File: config.mk
export PLATFORM = sky130hd
export DESIGN_NAME = layer_header_sequencer
export DESIGN_NICKNAME = d
export VERILOG_FILES = /design/src/rtl/layer_header_sequencer.sv
export SDC_FILE = /design/constraint.sdc
export NUM_CORES = 1
export LEC_CHECK = 0
export ABC_AREA = 0
export CAP_MARGIN = 20
export CORE_MARGIN = 1.5
export CORE_UTILIZATION = 36
export CTS_BUF_LIST = sky130_fd_sc_hd__clkbuf_8
export CTS_CLUSTER_DIAMETER = 200
export DETAILED_ROUTE_END_ITERATION = 10
export PLACE_DENSITY = 0.76
export SLEW_MARGIN = 20
export SYNTH_ARGS = -nofsm -noshare
export SYNTH_HDL_FRONTEND = slang
export SYNTH_SLANG_ARGS = --single-unit
File: constraint.sdc
create_clock -name clk -period 1.6 [get_ports clk]
set_input_delay 0.32 -clock clk [delete_from_list [all_inputs] [get_ports clk]]
set_output_delay 0.32 -clock clk [all_outputs]
set_load 0.005 [all_outputs]
File: src/rtl/layer_header_sequencer.sv
// rtl/layer_header_sequencer.sv - per-frame walker that fetches and presents enabled layer headers
//
// Ports:
//   clk               pipeline clock
//   rst_n             synchronous active-low reset
//   frame_start       single-cycle pulse that begins a walk
//   pipe_layer        layer address to the register bank pipeline read port
//   pipe_allRegisters header read data, valid one cycle after pipe_layer
//   hdr_valid         header presented downstream
//   hdr_ready         downstream accepts the header
//   hdr_data          captured header
//   hdr_layer         layer index of hdr_data
//   busy              a walk is in progress
//   frame_done        one-cycle pulse at the end of a walk
//   frame_overrun     one-cycle pulse when frame_start arrives while busy

module layer_header_sequencer #(
    parameter int NUM_LAYERS = 32,
    parameter int LAYER_W    = 5,
    parameter int HDR_W      = 128,
    parameter int ENABLE_BIT = 0
) (
    input  logic               clk,
    input  logic               rst_n,
    input  logic               frame_start,
    output logic [LAYER_W-1:0] pipe_layer,
    input  logic [HDR_W-1:0]   pipe_allRegisters,
    output logic               hdr_valid,
    input  logic               hdr_ready,
    output logic [HDR_W-1:0]   hdr_data,
    output logic [LAYER_W-1:0] hdr_layer,
    output logic               busy,
    output logic               frame_done,
    output logic               frame_overrun
);

    typedef enum logic [2:0] {
        IDLE,
        ISSUE,
        CAPTURE,
        PRESENT,
        DONE
    } state_t;

    localparam logic [LAYER_W-1:0] LAST_LAYER = LAYER_W'(NUM_LAYERS - 1);

    state_t             state;
    state_t             state_nxt;
    logic [LAYER_W-1:0] idx;
    logic [LAYER_W-1:0] idx_nxt;
    logic               hdr_valid_nxt;
    logic [HDR_W-1:0]   hdr_data_nxt;
    logic [LAYER_W-1:0] hdr_layer_nxt;

    // idx is itself a register, so the read address is a registered output.
    assign pipe_layer = idx;

    always_comb begin
        state_nxt     = state;
        idx_nxt       = idx;
        hdr_valid_nxt = hdr_valid;
        hdr_data_nxt  = hdr_data;
        hdr_layer_nxt = hdr_layer;

        case (state)
            IDLE: begin
                if (frame_start) begin
                    idx_nxt   = '0;
                    state_nxt = ISSUE;
                end
            end

            // Address is already on pipe_layer; this cycle absorbs the bank read latency.
            ISSUE: begin
                state_nxt = CAPTURE;
            end

            // The only point where the header is sampled, so later bank writes
            // to this layer cannot disturb a header waiting in PRESENT.
            CAPTURE: begin
                hdr_data_nxt  = pipe_allRegisters;
                hdr_layer_nxt = idx;
                if (pipe_allRegisters[ENABLE_BIT]) begin
                    hdr_valid_nxt = 1'b1;
                    state_nxt     = PRESENT;
                end else if (idx == LAST_LAYER) begin
                    state_nxt = DONE;
                end else begin
                    idx_nxt   = idx + LAYER_W'(1);
                    state_nxt = ISSUE;
                end
            end

            // hdr_valid is always high here, so hdr_ready alone completes the transfer.
            PRESENT: begin
                if (hdr_ready) begin
                    hdr_valid_nxt = 1'b0;
                    if (idx == LAST_LAYER) begin
                        state_nxt = DONE;
                    end else begin
                        idx_nxt   = idx + LAYER_W'(1);
                        state_nxt = ISSUE;
                    end
                end
            end

            DONE: begin
                idx_nxt   = '0;
                state_nxt = IDLE;
            end

            default: begin
                idx_nxt       = '0;
                hdr_valid_nxt = 1'b0;
                state_nxt     = IDLE;
            end
        endcase
    end

    always_ff @(posedge clk) begin
        if (!rst_n) begin
            state         <= IDLE;
            idx           <= '0;
            hdr_valid     <= 1'b0;
            hdr_data      <= '0;
            hdr_layer     <= '0;
            busy          <= 1'b0;
            frame_done    <= 1'b0;
            frame_overrun <= 1'b0;
        end else begin
            state         <= state_nxt;
            idx           <= idx_nxt;
            hdr_valid     <= hdr_valid_nxt;
            hdr_data      <= hdr_data_nxt;
            hdr_layer     <= hdr_layer_nxt;
            // Status flags follow the state being entered so they line up with it.
            busy          <= (state_nxt != IDLE);
            frame_done    <= (state_nxt == DONE);
            // DONE counts as busy, so a start coinciding with frame_done is an overrun.
            frame_overrun <= frame_start && (state != IDLE);
        end
    end

endmodule

* Word level (Yosys, flattened, before mapping)
Index checks and enable logic that the tools add are counted.
** Storage, ports and cells
- Input port bits :: 132
- Register bits :: 145
- Word-level logic and storage cells :: 41
- Output and inout port bits :: 142
** Cells by class
- Reductions and logical operators :: 7
- Bitwise operators :: 2
- $add $sub $neg :: 1
- Multiplexer cells :: 13
- Equality and inequality tests :: 10
** Operators with widths (number)
- 5-bit two-way mux :: 4
- 5-bit one-hot mux with 4 select lines :: 1
- 3-bit two-way mux :: 4
- 3-bit one-hot mux with 4 select lines :: 1
- 2-bit != test (second input constant) :: 4
- 3-bit by 2-bit == test with 1-bit output (second input constant) :: 2
- 3-bit == test (second input constant) :: 2
- 3-bit nonzero test :: 2
- 5-bit by 1-bit adder with 5-bit output (second input constant) :: 1
- 5-bit == test (second input constant) :: 1
- 4-bit AND reduction :: 1
- 3-bit by 1-bit == test with 1-bit output (second input constant) :: 1
- 3-bit zero test :: 1
- 1-bit one-hot mux with 3 select lines :: 1
- 3-bit AND reduction :: 1
- 3-bit OR reduction :: 1
- 1-bit two-way mux :: 2
- 1-bit NOT :: 2
- 1-bit logical AND :: 1

* Depth between registers and ports, before layout
- Word-level depth :: 5
- Mapped depth :: 7
- Gate-level depth less buffers :: 7

* Least setup slack after synthesis
OpenSTA, ideal clock, no wires.
- Path kind :: reg2reg
- From :: register idx[0] (netlist: pipe_layer[0])
- To :: register idx[3] (netlist: pipe_layer[3])
- Data arrival time :: 1.679 ns
- Data required time :: 1.526 ns
- Setup time :: 0.074 ns
- Slack :: -0.153 ns
- Cell stages (with the launch flop) :: 8
- Cell sequence :: dfxtp_1 ha_1 and3_1 ha_1 nor2b_1 nor3_1 or4_1 a31oi_1
** On the way
- Longest elaborated chain between the ends :: 4
** RTL lines
- start: declaration :: RTL line 49 : logic [LAYER_W-1:0] idx;
- start signal: assignment :: RTL line 132 : idx <= idx_nxt;
- 5-bit by 1-bit adder with 5-bit output / 5-bit == test (equally long branches)
- 5-bit two-way mux (*) :: RTL line 86, 98
- 5-bit two-way mux, on equally long branches :: RTL line 96, 83
- 5-bit one-hot mux with 4 select lines (*) :: RTL line 65 : case (state)
Every way passes the cells marked *; elsewhere a longest branch is shown, timed or not. The select of a mux whose other input is x is not followed.
A chain may end at the register's enable or synchronous reset.

* Final worst setup path
Ends and elaborated chain as after synthesis.

==> impl_results.html <==
<table>
<tr><th>Metric</th><th>Value</th></tr>
<tr><th colspan="2">Outcome</th></tr>
<tr><td>Run status</td><td>finished, violations left</td></tr>
<tr><td>Failing checks</td><td>setup timing</td></tr>
<tr><th colspan="2">Logic synthesis</th></tr>
<tr><td>Area share of the largest cell type after synthesis</td><td>between 50% and 60%</td></tr>
<tr><td>Cell count after synthesis</td><td>about 640</td></tr>
<tr><td>Yosys cell types</td><td>29</td></tr>
<tr><td>Net Count, Synth</td><td>between 700 and 800</td></tr>
<tr><td>Average size of a mapped cell</td><td>7.97 sq um</td></tr>
<tr><td>Post-Synthesis Cell Area</td><td>slightly above 0.005 sq mm</td></tr>
<tr><td>Sequential share of the synthesized area</td><td>between 50% and 60%</td></tr>
<tr><td>Area contributors post-synth</td><td>dfxtp_1 57%, nand2_1 20%, a21oi_1 13%</td></tr>
<tr><td>Yosys warnings</td><td>0</td></tr>
<tr><td>Area leader, netlist</td><td>dfxtp_1</td></tr>
<tr><td>Post-synthesis sequential element count</td><td>~150</td></tr>
<tr><th colspan="2">Timing</th></tr>
<tr><td>Final worst path period share</td><td>103%</td></tr>
<tr><td>Number of pins exceeding their max-slew limit in the final report</td><td>0</td></tr>
<tr><td>Clock skew</td><td>about 7.2 ps</td></tr>
<tr><td>Pin slew with the least headroom to its limit</td><td>~280 ps</td></tr>
<tr><td>Setup ws final</td><td>-42.0 ps</td></tr>
<tr><td>Slew HR</td><td>81.3%</td></tr>
<tr><td>Final hold violation count</td><td>0</td></tr>
<tr><td>Final min period</td><td>around 1600 ps</td></tr>
<tr><td>Final setup violating endpoints</td><td>4</td></tr>
<tr><td>Maximum operating frequency</td><td>approximately 610 MHz</td></tr>
<tr><td>RSZ-0062 raised after global routing</td><td>true</td></tr>
<tr><th colspan="2">Worst setup path</th></tr>
<tr><td>Chain of cells forming the critical path</td><td>ha_4, and3_4, ha_4, nor2b_4, nor3_4, or4_1, a31oi_1</td></tr>
<tr><td>Required @ worst endpoint</td><td>between 1500 and 2000 ps</td></tr>
<tr><td>Max Fanout on Critical Path</td><td>3</td></tr>
<tr><td>Sum of buffers and inverters on the critical path</td><td>0</td></tr>
<tr><td>Critical Path AT</td><td>roughly 2000 ps</td></tr>
<tr><td>Critical path endpoint category</td><td>register</td></tr>
<tr><td>Worst path max stage delay</td><td>400 ps</td></tr>
<tr><td>Sort of element at the start of the critical path</td><td>register</td></tr>
<tr><td>Family of cells with the greatest summed delay on the critical path</td><td>simple AND/OR/NAND/NOR gates</td></tr>
<tr><td>Worst path slowest cell</td><td>or4_1</td></tr>
<tr><td>Path type of the worst setup path</td><td>reg -&gt; reg</td></tr>
<tr><td>Crit-path most repeated cell</td><td>ha_4</td></tr>
<tr><th colspan="2">Flow run</th></tr>
<tr><td>Max-cap violation count</td><td>0</td></tr>
<tr><th colspan="2">Clock tree</th></tr>
<tr><td>Clk slew on worst S/H paths</td><td>80 ps</td></tr>
<tr><td>Clock tree from TritonCTS</td><td>done</td></tr>
<tr><td># H-tree levels</td><td>4</td></tr>
<tr><td>Number of buffers on the longest clock path</td><td>2</td></tr>
<tr><td>Number of CTS-inserted buffers</td><td>17</td></tr>
<tr><td>Root Buffer</td><td>clkbuf_8</td></tr>
<tr><td>Hold_buf cts</td><td>0</td></tr>
<tr><td>Number of sinks on the clock net</td><td>~150</td></tr>
<tr><td>Insertion delay of the later-clocked pin in the worst-skew pair</td><td>430 ps</td></tr>
<tr><th colspan="2">Routing</th></tr>
<tr><td>Routed Wire Length</td><td>about 16 mm</td></tr>
<tr><td>Detailed router's first-iteration violation count</td><td>around 280</td></tr>
<tr><td>Uppermost layer routed</td><td>met4</td></tr>
<tr><td>First drt pass iteration count</td><td>4</td></tr>
<tr><td>Vias per cell</td><td>approximately 4.6</td></tr>
<tr><td>Length of routed met3 wiring</td><td>approximately 1.8 mm</td></tr>
<tr><td>Wire length per cell</td><td>~14 um</td></tr>
<tr><td>Via total after detailed routing</td><td>5176</td></tr>
<tr><td>Met2 layer wire length in the routed design</td><td>7.25 mm</td></tr>
<tr><td>DR DRC count</td><td>0</td></tr>
<tr><td>Number of nets with antenna violations after detailed routing</td><td>0</td></tr>
<tr><td>Routed length on met1</td><td>between 6 and 7 mm</td></tr>
<tr><th colspan="2">Die</th></tr>
<tr><td>Floorplan Core Area</td><td>about 0.014 sq mm</td></tr>
<tr><td>Die outline width</td><td>122 um</td></tr>
<tr><td>Standard-cell rows</td><td>43</td></tr>
<tr><td>Initial Util</td><td>about 37%</td></tr>
<tr><td>Die height</td><td>between 100 and 150 um</td></tr>
<tr><td>Number of I/O pins</td><td>about 270</td></tr>
<tr><td>Floorplan die area</td><td>between 0.01 and 0.015 sq mm</td></tr>
<tr><th colspan="2">Power and ir drop</th></tr>
<tr><td>Static Leakage</td><td>between 3 and 4 nW</td></tr>
<tr><td>Power Density</td><td>882 mW/mm^2</td></tr>
<tr><td>IR Drop Worst-Case VDD</td><td>561 uV</td></tr>
<tr><th colspan="2">GRT</th></tr>
<tr><td>Global-route wire length before repair</td><td>about 24 mm</td></tr>
<tr><td>Maximum number of pins on one net before global-route repair</td><td>54</td></tr>
<tr><td>Via count of the first global-routing pass</td><td>just under 5k</td></tr>
<tr><td>Total routing resource utilization after global routing</td><td>20.2%</td></tr>
<tr><td>Final global-route overflow total</td><td>0</td></tr>
<tr><td>Antenna violations before repair</td><td>0</td></tr>
<tr><th colspan="2">Finish</th></tr>
<tr><td>Sequential cell area in the final layout</td><td>just under 0.003 sq mm</td></tr>
<tr><td>Total inserted antenna cells</td><td>0</td></tr>
<tr><td>Area growth from synthesis to final layout</td><td>68.3%</td></tr>
<tr><td>Finished layout cell area</td><td>between 0.008 and 0.009 sq mm</td></tr>
<tr><td>Proportion of layout cells with a drive suffix above 1</td><td>12.9%</td></tr>
<tr><td>Number of inserted filler cells in the final layout</td><td>between 1k and 1.5k</td></tr>
<tr><td>Commonest cells after routing, fill and taps aside</td><td>274 x nand2_1, 137 x a21oi_1, 131 x clkdlybuf4s50_1, 131 x dlygate4sd2_1, 108 x dfxtp_1</td></tr>
<tr><td>Total Nets Final</td><td>~1.1k</td></tr>
<tr><td>Commonest non-fill, non-tap cell in the layout</td><td>nand2_1</td></tr>
<tr><td>Post-route core utilization</td><td>roughly 62%</td></tr>
<tr><td>Footprint of the multi-input gates</td><td>around 0.0021 sq mm</td></tr>
<tr><th colspan="2">Worst hold path</th></tr>
<tr><td>Worst min-delay path category</td><td>in -&gt; reg</td></tr>
<tr><th colspan="2">Placed design</th></tr>
<tr><td>Placed cell areas</td><td>between 0.008 and 0.009 sq mm</td></tr>
<tr><td>Port Buf Inserts</td><td>273</td></tr>
<tr><td>Post-DP HPWL</td><td>11.0 mm</td></tr>
<tr><td>RePlAce Congestion</td><td>~0.8</td></tr>
</table>
==> per-stage QoR <==
stage | power, W | TNS (ps) | instances | hold slack [ps] | setup WS, ps
after global placement | 0.00510 | -564 | 1084 | 440 | -194
final | 0.00760 | -87.0 | 1119 | 419 | -42.0
after floorplan | 0.00432 | 0 | 642 | 439 | 2.12
after detailed placement | 0.00512 | -614 | 1084 | 445 | -205
after global routing | 0.00796 | -435 | 1119 | 403 | -105
after CTS | 0.00770 | -30.0 | 1118 | 390 | -30.0
==> logic make-up (layout without fill, tap and decap cells) <==
family,Yosys count,in the layout,share of synthesized area [%]
AOI/OAI and AO/OA,148,148,14.9
xor gates and xnor gates,1,1,0.171
adders and majority gates,2,2,0.489
buffers and inverters,47,344,4.57
DFF,145,145,56.7
and+or+nand+nor,299,299,23.1
==> power breakdown <==
group	internal, W	total, W	switching, W	leakage [nW]
combinational	0.000637	0.00111	0.000477	2.49
sequential	0.00376	0.00383	0.0000686	1.19
clock	0.00126	0.00266	0.00140	0.180
==> Yosys cell counts, drive strengths merged <==
| cell type | count |
|---|---|
| nor3 | 5 |
| a311oi | 1 |
| xor2 | 1 |
| buf | 32 |
| nand3 | 2 |
| o22ai | 3 |
| nand2 | 274 |
| dfxtp | 145 |
| clkbuf | 14 |
| nand3b | 1 |
| nor2b | 2 |
| a21oi | 138 |
| o21ai | 1 |
| and2 | 1 |
| nor3b | 1 |
| or3 | 1 |
| o2111ai | 1 |
| nand2b | 4 |
| or4 | 1 |
| o211ai | 2 |
| a31oi | 1 |
| o311a | 1 |
| ha | 2 |
| inv | 1 |
| and3 | 1 |
| nor2 | 6 |
==> final cells by class <==
class | count | share of cell area (%)
clock buffer | 18 | 2.88
multi-input combinational | 450 | 23.9
tap | 180 | 2.61
inverter | 1 | 0.0726
sequential | 145 | 34.3
timing repair buffer | 311 | 34.9
clock inverter | 14 | 1.35
==> registers in the layout, summed over array words and instances, names as in the netlist <==
| name | cells |
|---|---|
| busy | 1 |
| pipe_layer | 5 |
| frame_overrun | 1 |
| state | 3 |
| hdr_layer | 5 |
| frame_done | 1 |
| hdr_data | 128 |
| hdr_valid | 1 |
==> metal layers <==
metal | track usage (%) | vias up
li1 | - | 2644
met1 | 22.3 | 2310
met2 | 33.8 | 204
met3 | 10.2 | 18
met4 | 6.69 | 0
met5 | 0 | -
==> final timing paths <==
check	start	end	slack, ps	cells past startpoint
max	pipe_layer[0]	pipe_layer[3]	-40	7
min	pipe_allRegisters[57]	hdr_data[57]	420	3
max reg2reg	pipe_layer[0]	pipe_layer[3]	-40	7
min reg2reg	hdr_data[97]	hdr_data[97]	450	2
==> repair_timing <==
action	4_1_cts	5_1_grt
setup endpoints to repair	145	20
endpoints found under the hold margin	0	0
gates cloned	0	0
pin swaps	2	0
setup buffers	2	1
gates resized for setup	168	16
==> tightest hold or removal path: cells and delay by family <==
family	cells	cell delay, ps
AO/OA/AOI/OAI	1	50
buffers and inverters	1	390
AND/OR/NAND/NOR	1	50
(Power assumes the default switching activity.)
==> RTL edit 1: new RTL, same flow settings <==
`HDR_W`: 128 -> 136.
--- a/src/rtl/layer_header_sequencer.sv
+++ b/src/rtl/layer_header_sequencer.sv
@@ -19,3 +19,3 @@
     parameter int LAYER_W    = 5,
-    parameter int HDR_W      = 128,
+    parameter int HDR_W      = 136,
     parameter int ENABLE_BIT = 0
Interface: changed (resized hdr_data and pipe_allRegisters); port bits go from 274 to 290. No check against the original RTL was run, so the function may have changed too.
==> RTL edit 1 against the unedited design <==
  * Routed wire length increased by 5.9%
  * Total power increased by 8.5%
  * Die area increased by 5.1%
  * Non-clock buffer count increased by 11
  * Cell area increased by 4.2%
  * Critical path depth unchanged
  * Sequential cell count increased by 8
  * Area after synthesis increased by 5.3%
  * The run still ends with setup timing left
  * Via count increased by 4.8%
  * Worst hold slack got worse by 0.0048 ns
  * Setup slack improved by 0.013 ns
==> RTL edit 1: results (changes against the unedited design) <==
min_path:
  hold_class: "input port to flip-flop"
  hold_start: "pipe_allRegisters[104]"
synthesis:
  ys.flop_type: "dfxtp_1"
  synth-xor-area-share: 0.001626  # -0.00008543
  synth_compound_area_frac: 0.1491  # about the same
  synth.top_cells.by_count: "nand2_1 (290), dfxtp_1 (153), a21oi_1 (146)"
  synth-seq-area-share: 0.5685  # +0.001411
  ys_types: 30  # +3.4%
  ys_top_cells_by_area: "dfxtp_1 (57%), nand2_1 (20%), a21oi_1 (14%), buf_2 (2.8%), clkbuf_1 (1.0%)"
  avgSynthCellArea_um2: 7.958  # -0.19%
  yosys_warnings: 0  # unchanged
  synth_adder_area_share: 0.004645  # -0.0002441
  syn_nets: 819  # +5.5%
  synthArstFlopShare: 0  # unchanged
  synth_mux_area_frac: 0  # unchanged
timing:
  setup_slack_ns: -0.02888  # +0.01315 ns
  skew_ns: 0.01892  # +0.01174 ns
  hold_viol_final: 0  # unchanged
  worst_pin_slew_ns: 0.3262  # +0.04672 ns
  setup_viol: 4  # unchanged
critical_path:
  path_class: "flip-flop to flip-flop"
  critPathLaunch: "pipe_layer[1]"
  slowest_delay_ns: 0.36  # -0.04 ns
  cp_slowest_cell: "or3_4"
  rr_worst_depth: 7  # unchanged
  r2r_end: "pipe_layer[4]"
  cp_max_fo: 3  # unchanged
  cp.arrival_ns: 1.99  # -0.02 ns
place:
  numPortBuffers: 289  # +5.9%
  place_congestion: 0.8095  # +0.80%
  dp_hpwl_um: 11480  # +4.3%
  pre_cts_ws_ns: -0.2224  # -0.01705 ns
clock_tree:
  cts_buffer_depth: 2  # unchanged
  path_clk_slew_ns: 0.09
  root_buffer: "clkbuf_8"
  cts_max_level: 4  # unchanged
  numCtsBuffers: 17  # unchanged
  clk_latency_ns: 0.44
status:
  status: "complete, but fails checks"
  violations: "setup timing"
grt:
  antenna_found_initial: 0  # unchanged
  grt_use_total: 0.2060  # +0.003750
  grt_max_degree: 74  # +37%
  grt_pass1_vias: 5070  # +5.0%
  grt_pass1_wl_um: 26050  # +10%
power:
  p_leak_nw: 3.880  # +0.45%
  peakVddDrop_uv: 643.4  # +15%
layout:
  final_nets: 1111  # +4.8%
  antennaDiodeCount: 0  # unchanged
  fillers: 1334  # +5.2%
  top_register: "hdr_data"
  largest_reg_flops: 136  # +6.3%
  drive_gt1_frac: 0.1171  # -0.01175
routing:
  via_count: 5422  # +4.8%
  drt_iter0_drc: 289  # +4.3%
  routed_wl_um: 16420  # +5.9%
  firstDrtPassIters: 4  # unchanged
  via_per_inst: 4.650  # +0.53%
==> RTL edit 1: cell types whose count changed after synthesis, sizes merged <==
cell / change
clkbuf: +1
nand2: +16
dfxtp: +8
a21oi: +8
buf: +2
==> RTL edit 1: worst min path at each step <==
stage	end	depth (start not counted)
after floorplan	state[1]	1
after detailed placement	hdr_data[79]	2
after global placement	hdr_data[32]	2
after global routing	hdr_data[119]	3
final	hdr_data[104]	3
after CTS	hdr_data[131]	3
==> RTL edit 1: final cells by class <==
| cell class | instances | share of cell area |
|---|---|---|
| Sequential cell | 153 | 0.3463 |
| Timing Repair Buffer | 322 | 0.3390 |
| Multi-Input combinational cell | 474 | 0.2415 |
| Clock buffer | 18 | 0.02759 |
| Tap cell | 184 | 0.02564 |
| Clock inverter | 14 | 0.01923 |
| Inverter | 1 | 0.0006968 |
==> RTL edit 1: metal layers <==
layer,GRT usage,wire (um),part of all wire
met1,0.2459,6921,0.42
met2,0.3436,7932,0.48
met3,0.06846,1206,0.073
met4,0.07955,357,0.022
met5,0,0,0
==> RTL edit 1: timing repair <==
item,4_1_cts,5_1_grt
pin swaps,6,2
setup buffers,1,1
setup endpoints to repair,154,63
gates cloned,0,0
gates resized for setup,191,4
==> RTL edit 1: cell families after synthesis <==
| kind of cell | Yosys count |
|---|---|
| AOI/OAI and AO/OA | 156 |
| and+or+nand+nor | 315 |
| adders and majority gates | 2 |
| buffers and inverters | 50 |
| DFF | 153 |
| xor gates and xnor gates | 1 |
==> RTL edit 1: power breakdown <==
part	internal, mW	leakage [nW]	switching, mW
clock network	1.59	0.203	1.47
logic	0.641	2.42	0.499
registers	3.97	1.26	0.0713
==> RTL edit 1: critical path, delay by kind of cell, from the launching register on <==
kind,cells,cell delay (ns)
adder cells (fa/ha/maj),2,0.33
flip-flops,1,0.34
AND/OR/NAND/NOR,4,0.73
AO/OA/AOI/OAI,1,0.16
==> RTL edit 1: through the flow <==
| stage | TNS, ns | power (mW) | hold slack (ns) | util | instance area [um2] |
|---|---|---|---|---|---|
| after floorplan | -0.02849 | 4.553 | 0.4387 | - | 5408 |
| after global placement | -0.4977 | 5.347 | 0.4404 | 0.5910 | 8622 |
| after detailed placement | -0.7458 | 5.361 | 0.4453 | 0.5910 | 8622 |
| after CTS | -0.05924 | 8.340 | 0.3761 | 0.6140 | 8957 |
| after global routing | -0.4396 | 8.621 | 0.3976 | 0.6154 | 8979 |
| final | -0.07112 | 8.242 | 0.4138 | 0.6154 | 8979 |
==> RTL edit 2: new RTL, same flow settings <==
Without the edit above. Make the reset (`rst_n`) asynchronous in one clocked block. Comments in the files are not updated.
--- a/src/rtl/layer_header_sequencer.sv
+++ b/src/rtl/layer_header_sequencer.sv
@@ -119,3 +119,3 @@
 
-    always_ff @(posedge clk) begin
+    always_ff @(posedge clk or negedge rst_n) begin
         if (!rst_n) begin
Formal check against the unedited RTL: differs if rst_n is asserted again (counterexample within 4 cycles, from zero or initial values and one cycle with rst_n low); with rst_n held inactive, the same outputs for 10 cycles.
==> RTL edit 2 against the unedited design <==
  * The flow still finishes with violations (setup timing)
  * Non-clock buffer count increased by 28
  * Setup slack got worse by 0.26 ns
  * Global-route usage decreased by 1.8 points
  * Area after synthesis increased by 17%
  * Cell area grew 13%
  * Sequential cell count unchanged
  * Routed wire length is 2.6% higher
  * Largest cell class is now flip-flops and latches
Power is not compared: it rests on default switching activity, and its combinational part moved more than twofold at a synthesized area within 25%.
==> RTL edit 2: results (changes against the unedited design) <==
clock_tree:
  numCtsBuffers: 17  # unchanged
  cts_buffer_depth: 2  # unchanged
  root_buffer: "clkbuf_8"
  clk_latency_ns: 0.44
critical_path:
  slowest_delay_ns: 0.55  # +0.15 ns
  cp_slowest_cell: "or4_4"
  rr_worst_depth: 6  # -1
  cp_max_fo: 4  # +1
  cp.arrival_ns: 2.26  # +0.25 ns
  crit_end: "pipe_layer[4]"
  critPathLaunch: "pipe_layer[1]"
  path_delay_family: "simple AND/OR/NAND/NOR gates"
synthesis:
  ys_top_cells_by_area: "dfrtp_1 (61%), mux2_4 (15%), mux2_2 (14%), buf_8 (1.5%), buf_4 (0.88%)"
  synthArstFlopShare: 1.000  # +1.000
  ys.flop_type: "dfrtp_1"
  synth.top_cells.by_count: "dfrtp_1 (145), mux2_2 (74), mux2_4 (58)"
  synth-xor-area-share: 0  # -0.001711
  synth_compound_area_frac: 0.01970  # -0.1294
  synth-seq-area-share: 0.6078  # +0.04074
  ys_types: 35  # +21%
  syn_nets: 497  # -36%
  synth_mux_area_frac: 0.2855  # +0.2855
  synth_adder_area_share: 0.006288  # +0.001399
min_path:
  hold_class: "input port to asynchronous set/reset pin"
grt:
  grt_use_total: 0.1839  # -0.01836
  grt_max_degree: 47  # -13%
  grt_pass1_vias: 4632  # -4.0%
  grt_pass1_wl_um: 24850  # +5.1%
layout:
  drive_gt1_frac: 0.3576  # +0.2288
  top_register: "hdr_data"
  final_nets: 835  # -21%
  largest_reg_flops: 128  # unchanged
routing:
  firstDrtPassIters: 4  # unchanged
  antenna_left: 0  # unchanged
  drt_iter0_drc: 130  # -53%
  via_count: 4376  # -15%
  drt-wirelength-per-cell_um: 17.12  # +24%
place:
  pre_cts_ws_ns: -0.3241  # -0.1187 ns
  numPortBuffers: 273  # unchanged
  dp_hpwl_um: 11420  # +3.8%
  place_congestion: 0.8208  # +2.2%
timing:
  skew_ns: 0.01021  # +0.003034 ns
  slew-limit-headroom: 0.6241  # -0.1892
  setup_slack_ns: -0.2974  # -0.2553 ns
  setup_viol: 9  # +5
status:
  violations: "setup timing"
  status: "complete, but fails checks"
power:
  p_leak_nw: 4.502
  peakVddDrop_uv: 964.1
[RTL edit 2: worst min path at each step]
stage,slack (ns),to,depth (start not counted)
4_1_cts,0.36,hdr_data[125],2
5_1_grt,0.38,hdr_data[10],2
3_5_place_dp,0.29,hdr_data[125],1
3_3_place_gp,0.28,hdr_data[10],1
6_report,0.37,hdr_data[125],2
2_1_floorplan,0.02,busy,0
[RTL edit 2: layer usage]
metal / wire length, um / up-vias / GRT usage
li1: - / 1982 / -
met1: 6287 / 2150 / 0.2107
met2: 8021 / 206 / 0.3129
met3: 1049 / 38 / 0.05536
met4: 548 / 0 / 0.09259
met5: 0 / - / 0
[RTL edit 2: per-stage QoR]
stage          area [um2]  hold slack, ns  utilization  instances  setup TNS [ns]
2_1_floorplan        5992         0.02441            -        362         -0.9183
3_3_place_gp         9145          0.2811       0.5695        867          -1.124
3_5_place_dp         9145          0.2890       0.5695        867          -1.693
4_1_cts              9608          0.3647       0.5983        923          -1.073
5_1_grt              9738          0.3843       0.6064        929          -1.924
6_report             9738          0.3742       0.6064        929          -1.559
[RTL edit 2: final cells by class]
| type | instances | area [um2] |
|---|---|---|
| tap | 216 | 270.3 |
| sequential | 145 | 3630 |
| timing repair buffer | 339 | 3138 |
| inverter | 4 | 15.01 |
| clock buffer | 21 | 289.0 |
| clock inverter | 11 | 150.1 |
| multi-input combinational | 193 | 2246 |
| fill | 1262 | 6320 |
[RTL edit 2: kinds of logic (layout without fill, tap and decap cells)]
group	count (synthesis)	in the layout
muxes	132	132
DFF	145	145
and+or+nand+nor	41	41
AOI/OAI and AO/OA	17	17
adders and majority gates	3	3
buffers and inverters	24	375
[RTL edit 2: power groups by stage]
stage          clock network [mW]  registers [mW]  logic (mW)
3_3_place_gp                    0            6.47        9.28
3_5_place_dp                    0            6.58        9.46
5_1_grt                      3.38            6.64        9.45
4_1_cts                      3.23            6.42        8.71
2_1_floorplan                   0            6.65        4.32
6_report                     3.13            6.40        8.87
[RTL edit 2: worst register-to-register path, cell delays in order (launching register included)]
cell and delay (ns):
dfrtp_1 0.40, ha_2 0.20, and3_4 0.17, ha_4 0.17
buf_4 0.15, or4_4 0.55, a31oi_4 0.19
[RTL edit 2: what timing repair did]
item	4_1_cts	5_1_grt
endpoints found under the setup margin	150	31
hold buffers	1	0
setup buffers	23	6
resized for setup	151	26
pin swaps	6	8
endpoints found under the hold margin	42	0
